==> config.mk <==
export PLATFORM = sky130hd
export DESIGN_NAME = rt_rgu_stream
export DESIGN_NICKNAME = d
export VERILOG_FILES = /design/src/rtl/rt_rgu_stream.sv
export SDC_FILE = /design/constraint.sdc
export NUM_CORES = 2
export LEC_CHECK = 0
export ABC_AREA = 0
export CORE_UTILIZATION = 55
export DETAILED_ROUTE_END_ITERATION = 8
export PLACE_DENSITY = 0.76
export RECOVER_POWER = 50
export REMOVE_ABC_BUFFERS = 1
export SETUP_SLACK_MARGIN = 0.3
export SYNTH_ARGS = -nofsm -noshare
export SYNTH_HDL_FRONTEND = slang
export SYNTH_SLANG_ARGS = --single-unit
==> constraint.sdc <==
create_clock -name clk -period 7.38 [get_ports clk]
set_input_delay 0.738 -clock clk [delete_from_list [all_inputs] [get_ports clk]]
set_output_delay 0.738 -clock clk [all_outputs]
set_load 0.02 [all_outputs]
==> src/rtl/rt_rgu_stream.sv <==
// rt_rgu_stream: streaming primary-ray generator, raster scan into a 3-stage multiply/add/subtract datapath.
// Define RT_RGU_JITTER_EN to add LFSR sub-pixel jitter to the fractional coordinate bits.
module rt_rgu_stream #(
    parameter int IW = 8,
    parameter int QW = 8,
    parameter int XW = 12,
    parameter logic [15:0] LFSR_SEED = 16'hACE1
) (
    input  logic                      clk,
    input  logic                      rst_n,
    input  logic                      start,
    input  logic [XW-1:0]             img_w,
    input  logic [XW-1:0]             img_h,
    input  logic [3*(IW+QW)-1:0]      p00_loc,
    input  logic [3*(IW+QW)-1:0]      delta_u,
    input  logic [3*(IW+QW)-1:0]      delta_v,
    input  logic [3*(IW+QW)-1:0]      cam_center,
    output logic                      busy,
    output logic                      done,
    output logic                      ray_valid,
    input  logic                      ray_ready,
    output logic [3*(IW+QW)-1:0]      ray_origin,
    output logic [3*(IW+QW)-1:0]      ray_dir,
    output logic [XW-1:0]             ray_x,
    output logic [XW-1:0]             ray_y,
    output logic                      ray_last
);
    localparam int W  = IW + QW;
    localparam int CW = XW + QW;
    localparam int PW = W + CW + 1;
    localparam logic [1:0] IDLE  = 2'd0;
    localparam logic [1:0] RUN   = 2'd1;
    localparam logic [1:0] DRAIN = 2'd2;

    if (QW > 16 || LFSR_SEED == 16'h0) begin : g_cfg_err
        $error("rt_rgu_stream: QW must be <= 16 and LFSR_SEED non-zero");
    end

    logic [1:0]      state;
    logic [XW-1:0]   w_s, h_s, x, y, x1, y1, x2, y2;
    logic [3*W-1:0]  p00_s, du_s, dv_s, cc_s, pu, pv, sum;
    logic            v1, v2, l1, l2;
    logic [QW-1:0]   fx, fy;
    logic            adv, issue, last_px, zero_start, hs_last;

    assign adv        = !ray_valid || ray_ready;
    assign issue      = state == RUN && adv;
    assign last_px    = x == w_s - 1'b1 && y == h_s - 1'b1;
    assign zero_start = state == IDLE && start && (img_w == '0 || img_h == '0);
    assign hs_last    = state == DRAIN && ray_valid && ray_ready && ray_last;
    assign busy       = state != IDLE || done;

    // Signed delta times unsigned fixed-point coordinate, rescaled by QW and wrapped to W bits.
    function automatic logic [W-1:0] scale(input logic [W-1:0] d, input logic [CW-1:0] c);
        logic signed [PW-1:0] p;
        p = $signed({{(CW+1){d[W-1]}}, d}) * $signed({{(W+1){1'b0}}, c});
        return W'(p >>> QW);
    endfunction

`ifdef RT_RGU_JITTER_EN
    logic [15:0] lfsr;
    always_ff @(posedge clk)
        if (!rst_n)
            lfsr <= LFSR_SEED;
        else if (issue)
            lfsr <= {1'b0, lfsr[15:1]} ^ (lfsr[0] ? 16'hB400 : 16'h0000);
    assign fx = lfsr[QW-1:0];
    assign fy = lfsr[15 -: QW];
`else
    assign fx = '0;
    assign fy = '0;
`endif

    always_ff @(posedge clk) begin
        if (!rst_n) begin
            state <= IDLE;
            done  <= 1'b0;
            x     <= '0;
            y     <= '0;
            w_s   <= '0;
            h_s   <= '0;
            p00_s <= '0;
            du_s  <= '0;
            dv_s  <= '0;
            cc_s  <= '0;
        end else begin
            done <= hs_last || zero_start;
            if (state == IDLE && start) begin
                state <= zero_start ? IDLE : RUN;
                x     <= '0;
                y     <= '0;
                w_s   <= img_w;
                h_s   <= img_h;
                p00_s <= p00_loc;
                du_s  <= delta_u;
                dv_s  <= delta_v;
                cc_s  <= cam_center;
            end else if (issue) begin
                state <= last_px ? DRAIN : RUN;
                x     <= x == w_s - 1'b1 ? '0 : x + 1'b1;
                y     <= x == w_s - 1'b1 ? y + 1'b1 : y;
            end else if (hs_last) begin
                state <= IDLE;
            end
        end
    end

    // Whole pipeline moves together; a stalled output freezes every stage.
    always_ff @(posedge clk) begin
        if (!rst_n) begin
            {v1, l1, x1, y1, pu, pv} <= '0;
            {v2, l2, x2, y2, sum}    <= '0;
            ray_valid  <= 1'b0;
            ray_last   <= 1'b0;
            ray_x      <= '0;
            ray_y      <= '0;
            ray_dir    <= '0;
            ray_origin <= '0;
        end else if (adv) begin
            v1 <= state == RUN;
            l1 <= last_px;
            x1 <= x;
            y1 <= y;
            v2 <= v1;
            l2 <= l1;
            x2 <= x1;
            y2 <= y1;
            ray_valid  <= v2;
            ray_last   <= v2 && l2;
            ray_x      <= x2;
            ray_y      <= y2;
            ray_origin <= cc_s;
            for (int k = 0; k < 3; k++) begin
                pu[k*W +: W]      <= scale(du_s[k*W +: W], {x, fx});
                pv[k*W +: W]      <= scale(dv_s[k*W +: W], {y, fy});
                sum[k*W +: W]     <= p00_s[k*W +: W] + pu[k*W +: W] + pv[k*W +: W];
                ray_dir[k*W +: W] <= sum[k*W +: W] - cc_s[k*W +: W];
            end
        end
    end
endmodule

# --- Word level (Yosys, flattened, before mapping) ---
# Index checks and enable logic that the tools add are counted.
classes:
  bitwise: 1
  reduce_logical: 20
  multipliers: 6
  order_cmp: 0
  n_mux: 6
  n_eq_ne: 4
  div: 0
  add_sub_neg: 13
  shifts: 0
op_table:
  columns: ["op", "n"]
  rows:
  - ["16-bit adder", 6]
  - ["16-bit by 13-bit multiplier with 16-bit output", 6]
  - ["16-bit subtractor", 3]
  - ["12-bit by 1-bit adder with 12-bit output, second input constant", 2]
  - ["12-bit equality test", 2]
  - ["12-bit logical NOT", 2]
  - ["12-bit by 1-bit subtractor with 12-bit output, second input constant", 2]
  - ["12-bit two-way mux", 1]
  - ["1-bit logical AND", 8]
  - ["2-bit two-way mux", 4]
  - ["1-bit logical OR", 4]
  - ["3-bit nonzero test", 1]
  - ["2-bit by 1-bit equality test with 1-bit output, second input constant", 1]
  - ["2-bit equality test, second input constant", 1]
  - ["2-bit logical NOT", 1]
  - ["2-bit AND reduction", 1]
  - ["2-bit nonzero test", 1]
  - ["2-bit OR reduction", 1]
  - ["1-bit logical NOT", 1]
  - ["1-bit two-way mux", 1]
  - ["1-bit inverter", 1]
word_totals:
  out_inout_bits: 124
  n_memories: 0
  mem_bits_ro: 0
  elab_cells: 77
  reg_bits: 561
  latch_bits: 0
  ram_bits: 0

# --- Logic depth before layout (Yosys ltp) ---
depth:
  depth_word: 7
  mapped_depth: 22
  ltp_nobuf: 20

# --- Worst setup path before layout ---
# No wires, ideal clock.
synth_timing:
  kind: "register to register"
  from: "reg y[6]"
  to: "reg pv[15]"
  t_required_ns: 7.294
  setup_ns: 0.086
  path_slack_ns: 2.075
  synth_period_minus_slack_ns: 5.305
  path_buffers: 3
  t_arrival_ns: 5.219
  stages_incl_launch_ff: 22
  path_cell_list: "dfxtp_1 clkbuf_1 clkbuf_1 buf_1 nand2_1 fa_1 fa_1 fa_1 inv_1 fa_1 inv_1 fa_1 inv_1 ha_1 and3_1 a21oi_1 inv_1 a211o_1 a21o_1 a21oi_1 xnor2_1 a211oi_1"
synth_via:
  elab_chain_len: 1
synth_lines:
  columns: ["element", "line_no", "source"]
  rows:
  - ["from (decl)", "40", "logic [XW-1:0] w_s, h_s, x, y, x1, y1, x2, y2;"]
  - ["from (signal assigned)", "101", "y <= x == w_s - 1'b1 ? y + 1'b1 : y;"]
  - ["16-bit by 13-bit multiplier with 16-bit output", "56", "p = $signed({{(CW+1){d[W-1]}}, d}) * $signed({{(W+1){1'b0}}, c});"]
  - ["to (signal, indexed assignment)", "135", "pv[k*W +: W] <= scale(dv_s[k*W +: W], {y, fy});"]
  - ["to (decl)", "41", "logic [3*W-1:0] p00_s, du_s, dv_s, cc_s, pu, pv, sum;"]
# No other way between the ends.
# A chain may end at the register's enable or synchronous reset.

==> run summary <==
The flow ran to the end, but the final reports show violations. The checks that failed: capacitance limit, slew limit. The count of cells resized by post-cts repair was 0; the number of violations of the max-capacitance limit was 1.

Clock latency on the worst-skew pair, taken at its later pin, is 0.62 ns. The depth of the most critical reg-to-reg path works out to 17. The number of clock sinks seen by CTS came out at 561. In this run, synthesis inferred 0 flip-flops with an integrated enable. In the synthesized netlist the dominant register cell turns out to be sky130_fd_sc_hd__dfxtp_1. Worst-path cell with the longest stage delay: sky130_fd_sc_hd__inv_1.

The average instance in the mapped netlist occupies 8.043 um^2. Fill cells in the final layout number 7316. Once layout is done, the placed cells without fillers occupy 53000 um^2. After synthesis, the share of flip-flops with an asynchronous set or reset is 0%. TritonCTS built the clock tree. In the final layout, the share of cells above drive strength 1 is 2.677%. Timing-limited maximum frequency: 166.4 MHz. The most repeated library cell on the critical path was sky130_fd_sc_hd__buf_4. Clock tree root driver cell: sky130_fd_sc_hd__clkbuf_16. In this run the worst path has a maximum fanout of 161. The startpoint type of the worst setup path is an input pin. The number of global-route vias before repair was 38410. In this run the worst setup path terminates at ray_dir[14]. Placed wire-length estimate after detailed placement: 82520 um. The area of all sequential standard cells is 11240 um^2.

STA classifies the critical path endpoint as a flop. For this run, the post-layout net count is 6999. The startpoint identified for the worst hold timing path is ray_origin[37].

The worst path meets setup with 1.370 ns of slack. The first global-routing pass estimated 191400 um of wire. The critical path data arrival time was 6.50 ns; the aggregate routed wire length was 115700 um. Entering global routing, the biggest net connects 198 pins. In the layout the commonest cells are sky130_fd_sc_hd__nand2_1 (1389), sky130_fd_sc_hd__inv_1 (784), sky130_fd_sc_hd__a21oi_1 (569), sky130_fd_sc_hd__dfxtp_1 (553), sky130_fd_sc_hd__fa_1 (519). The final-report max-slew violation count was 162; the total global-route track usage was 27.29%. The leftover overflow at the end of global routing is 0, and the die boundary width is 293.7 um.

Counting both buffers and inverters, the worst setup path holds a total of 4. Number of cell rows: 106. The type of the worst min-delay path is flop to flop. The logic depth of the worst path, buffers included was 7; the final period utilization was 81.44%.

Setup violations remaining at the end of the flow were counted as 0. The DRC violation count after routing was 0; the worst setup slack before clock tree synthesis was 1.644 ns. The total of buffers placed on input and output ports came out at 343. The tools report the top-level I/O count as 344.

The first detailed-routing pass ran for 5 iterations. The aggregate negative setup slack is 0 ns, and the number of hold-repair buffers added at the cts stage is 0. Using the TritonRoute via totals, the vias-per-cell ratio works out to 5.293. The critical path starts at rst_n.

The tools report the initial antenna violation count as 6. After clock tree synthesis, the clock-pin slew on the worst setup and hold paths is 0.06 ns. The critical path goes through buf_2 -> buf_4 -> inv_1 -> buf_4 -> nor3_1 -> nand2_1 -> o211ai_1.

For the number of buffers between clock root and the deepest sink, the log shows 3. The detail route stage leaves a number of antenna-violating nets equal to 0. The post-placement cell area was 50720 um^2.

The die area is 86230 um^2. The leading cell type in the layout, fill and taps excluded was sky130_fd_sc_hd__nand2_1. The delay of the slowest cell on the worst path was 3.73 ns; the synthesized cell area was 46780 um^2.

Once the floorplan was initialized, standard cells occupied 55.73% of the core. The final-report hold violation count is 0, and the overall die height is 293.7 um. The clock arrives with 0.02316 ns of skew. The endpoint identified for the worst register-to-register timing path is pu[15]. The critical path is of the input pin to flop type. The count of buffers added by post-CTS timing repair for setup is 0, and the routed wire length per instance is 16.26 um. The number of clock buffers added by TritonCTS is 67.

The logs give 2248 for the violation count after the first detailed-routing iteration and 24.01% for the sequential cell area fraction in the yosys report. The leakage power total came out at 0.02308 uW. On the critical path the largest part of the delay comes from buffers and inverters. The cell count after synthesis came out at 5817. The register bit total from synthesis is 561. At the pin with the least slew margin, the transition time is 5.288 ns. The share of the core filled with cells is 63.13%, and the power density relative to cell area is 148.1 nW/um^2. In this run the tightest slew margin relative to its limit is -252.5%.

For the via count, the log shows 37660. The number of H-tree levels was 3. The startpoint identified for the worst register-to-register timing path is x[3]. For the worst setup path, the data required time is 7.87 ns.

The area added between synthesis and finish came out at 13.29%. The minimum setup slack among reg-to-reg paths came out at 1.53 ns. The floorplan step defined a core boundary enclosing 83950 um^2. The Yosys step of the flow raised 0 warnings. The area of combinational cells with multiple inputs was 31390 um^2; the final period demand of the worst path was 6.010 ns. The routability congestion estimate came out at 0.8670. The run gives 0.2066 mV as the worst ir drop on vdd. Setup repair after global routing left no endpoint under its margin. Number of library cell types mapped by synthesis: 57.
==> where the power goes <==
part	internal (uW)	leakage, uW	switching, uW	total [uW]
clock	2070	0.00111	1370	3440
combinational	472	0.0174	578	1050
sequential	3180	0.00458	182	3360
total	5720	0.0231	2130	7850
==> cell type report <==
cell class	instances	share of cell area, %
multi-input combinational	4141	59.23
sequential	561	21.21
timing repair buffer	374	7.025
inverter	784	5.552
clock buffer	93	3.614
tap	1134	2.677
clock inverter	24	0.6775
antenna	4	0.01889
==> worst min-delay path by stage <==
stage | to | cells past startpoint
final | ray_origin[37] | 2
after floorplan | pu[0] | 2
after CTS | ray_x[1] | 2
after global placement | ray_origin[35] | 2
after global routing | ray_origin[11] | 2
after detailed placement | ray_origin[10] | 2
==> layer usage <==
metal  global-route usage, %  share of wire, %  routed length (um)
met1                   35.89                43               50190
met2                   45.71                47               54440
met3                   3.603               5.7                6595
met4                   10.43               3.8                4408
met5                       0             0.016                  19
==> cells in the mapped netlist, types with 38 or more instances <==
cell type                  instances  area (um^2)
sky130_fd_sc_hd__nand2_1        1390         5218
sky130_fd_sc_hd__inv_1           783         2939
sky130_fd_sc_hd__a21oi_1         569         2848
sky130_fd_sc_hd__dfxtp_1         561        11230
sky130_fd_sc_hd__fa_1            519        10390
sky130_fd_sc_hd__and2_1          363         2271
sky130_fd_sc_hd__ha_1            331         4141
sky130_fd_sc_hd__clkbuf_1        304         1141
sky130_fd_sc_hd__xnor2_1         230         2014
sky130_fd_sc_hd__nor2_1          173        649.4
sky130_fd_sc_hd__o21ai_0          70        350.3
sky130_fd_sc_hd__xor2_1           67        586.8
sky130_fd_sc_hd__nand3_1          62        310.3
sky130_fd_sc_hd__nor3_1           59        295.3
sky130_fd_sc_hd__a211oi_1         38        285.3
==> stage by stage <==
step | power, uW | hold WS [ns] | std cells
floorplan | 4038 | 0.4319 | 5486
CTS | 7958 | 0.4492 | 7111
finish | 7850 | 0.4454 | 7115
detailed placement | 4498 | 0.4422 | 6994
global route | 8177 | 0.4597 | 7114
global placement | 4473 | 0.4366 | 6994
==> worst reg2reg max path, cell delays in order, from the launching register on <==
cell and delay [ns]:
sky130_fd_sc_hd__dfxtp_1 0.88, sky130_fd_sc_hd__buf_4 0.41, sky130_fd_sc_hd__and2_1 0.19, sky130_fd_sc_hd__fa_1 0.40, sky130_fd_sc_hd__inv_1 0.08, sky130_fd_sc_hd__fa_1 0.40
sky130_fd_sc_hd__inv_1 0.08, sky130_fd_sc_hd__fa_1 0.44, sky130_fd_sc_hd__fa_1 0.55, sky130_fd_sc_hd__inv_1 0.05, sky130_fd_sc_hd__fa_1 0.47, sky130_fd_sc_hd__inv_1 0.04
sky130_fd_sc_hd__ha_1 0.22, sky130_fd_sc_hd__o41ai_1 0.61, sky130_fd_sc_hd__o211ai_1 0.18, sky130_fd_sc_hd__o211ai_1 0.14, sky130_fd_sc_hd__xor2_1 0.19, sky130_fd_sc_hd__a211oi_1 0.10
==> flip-flops by register name, indices dropped and copies added (netlist names), 2 cells and up <==
register and flops:
cc_s 48, du_s 48, dv_s 48, h_s 12, p00_s 48, pu 48
pv 48, ray_dir 48, ray_origin 48, ray_x 12, ray_y 12, state 2
sum 48, w_s 12, x 12, x1 12, x2 12, y 12
y1 12, y2 12
==> kinds of logic (layout without fill, tap and decap cells) <==
logic type / Yosys count / count (layout) / share of synthesized area [%]
AO/OA/AOI/OAI: 812 / 812 / 9.807
XOR/XNOR: 297 / 297 / 5.560
adder cells (fa/ha/maj): 850 / 850 / 31.06
buffers and inverters: 1115 / 1275 / 8.949
flip-flops: 561 / 561 / 24.01
multiplexers: 7 / 7 / 0.1524
other: 0 / 4 / 0
AND/OR/NAND/NOR: 2175 / 2175 / 20.46
Power figures use the tool's default switching activity.
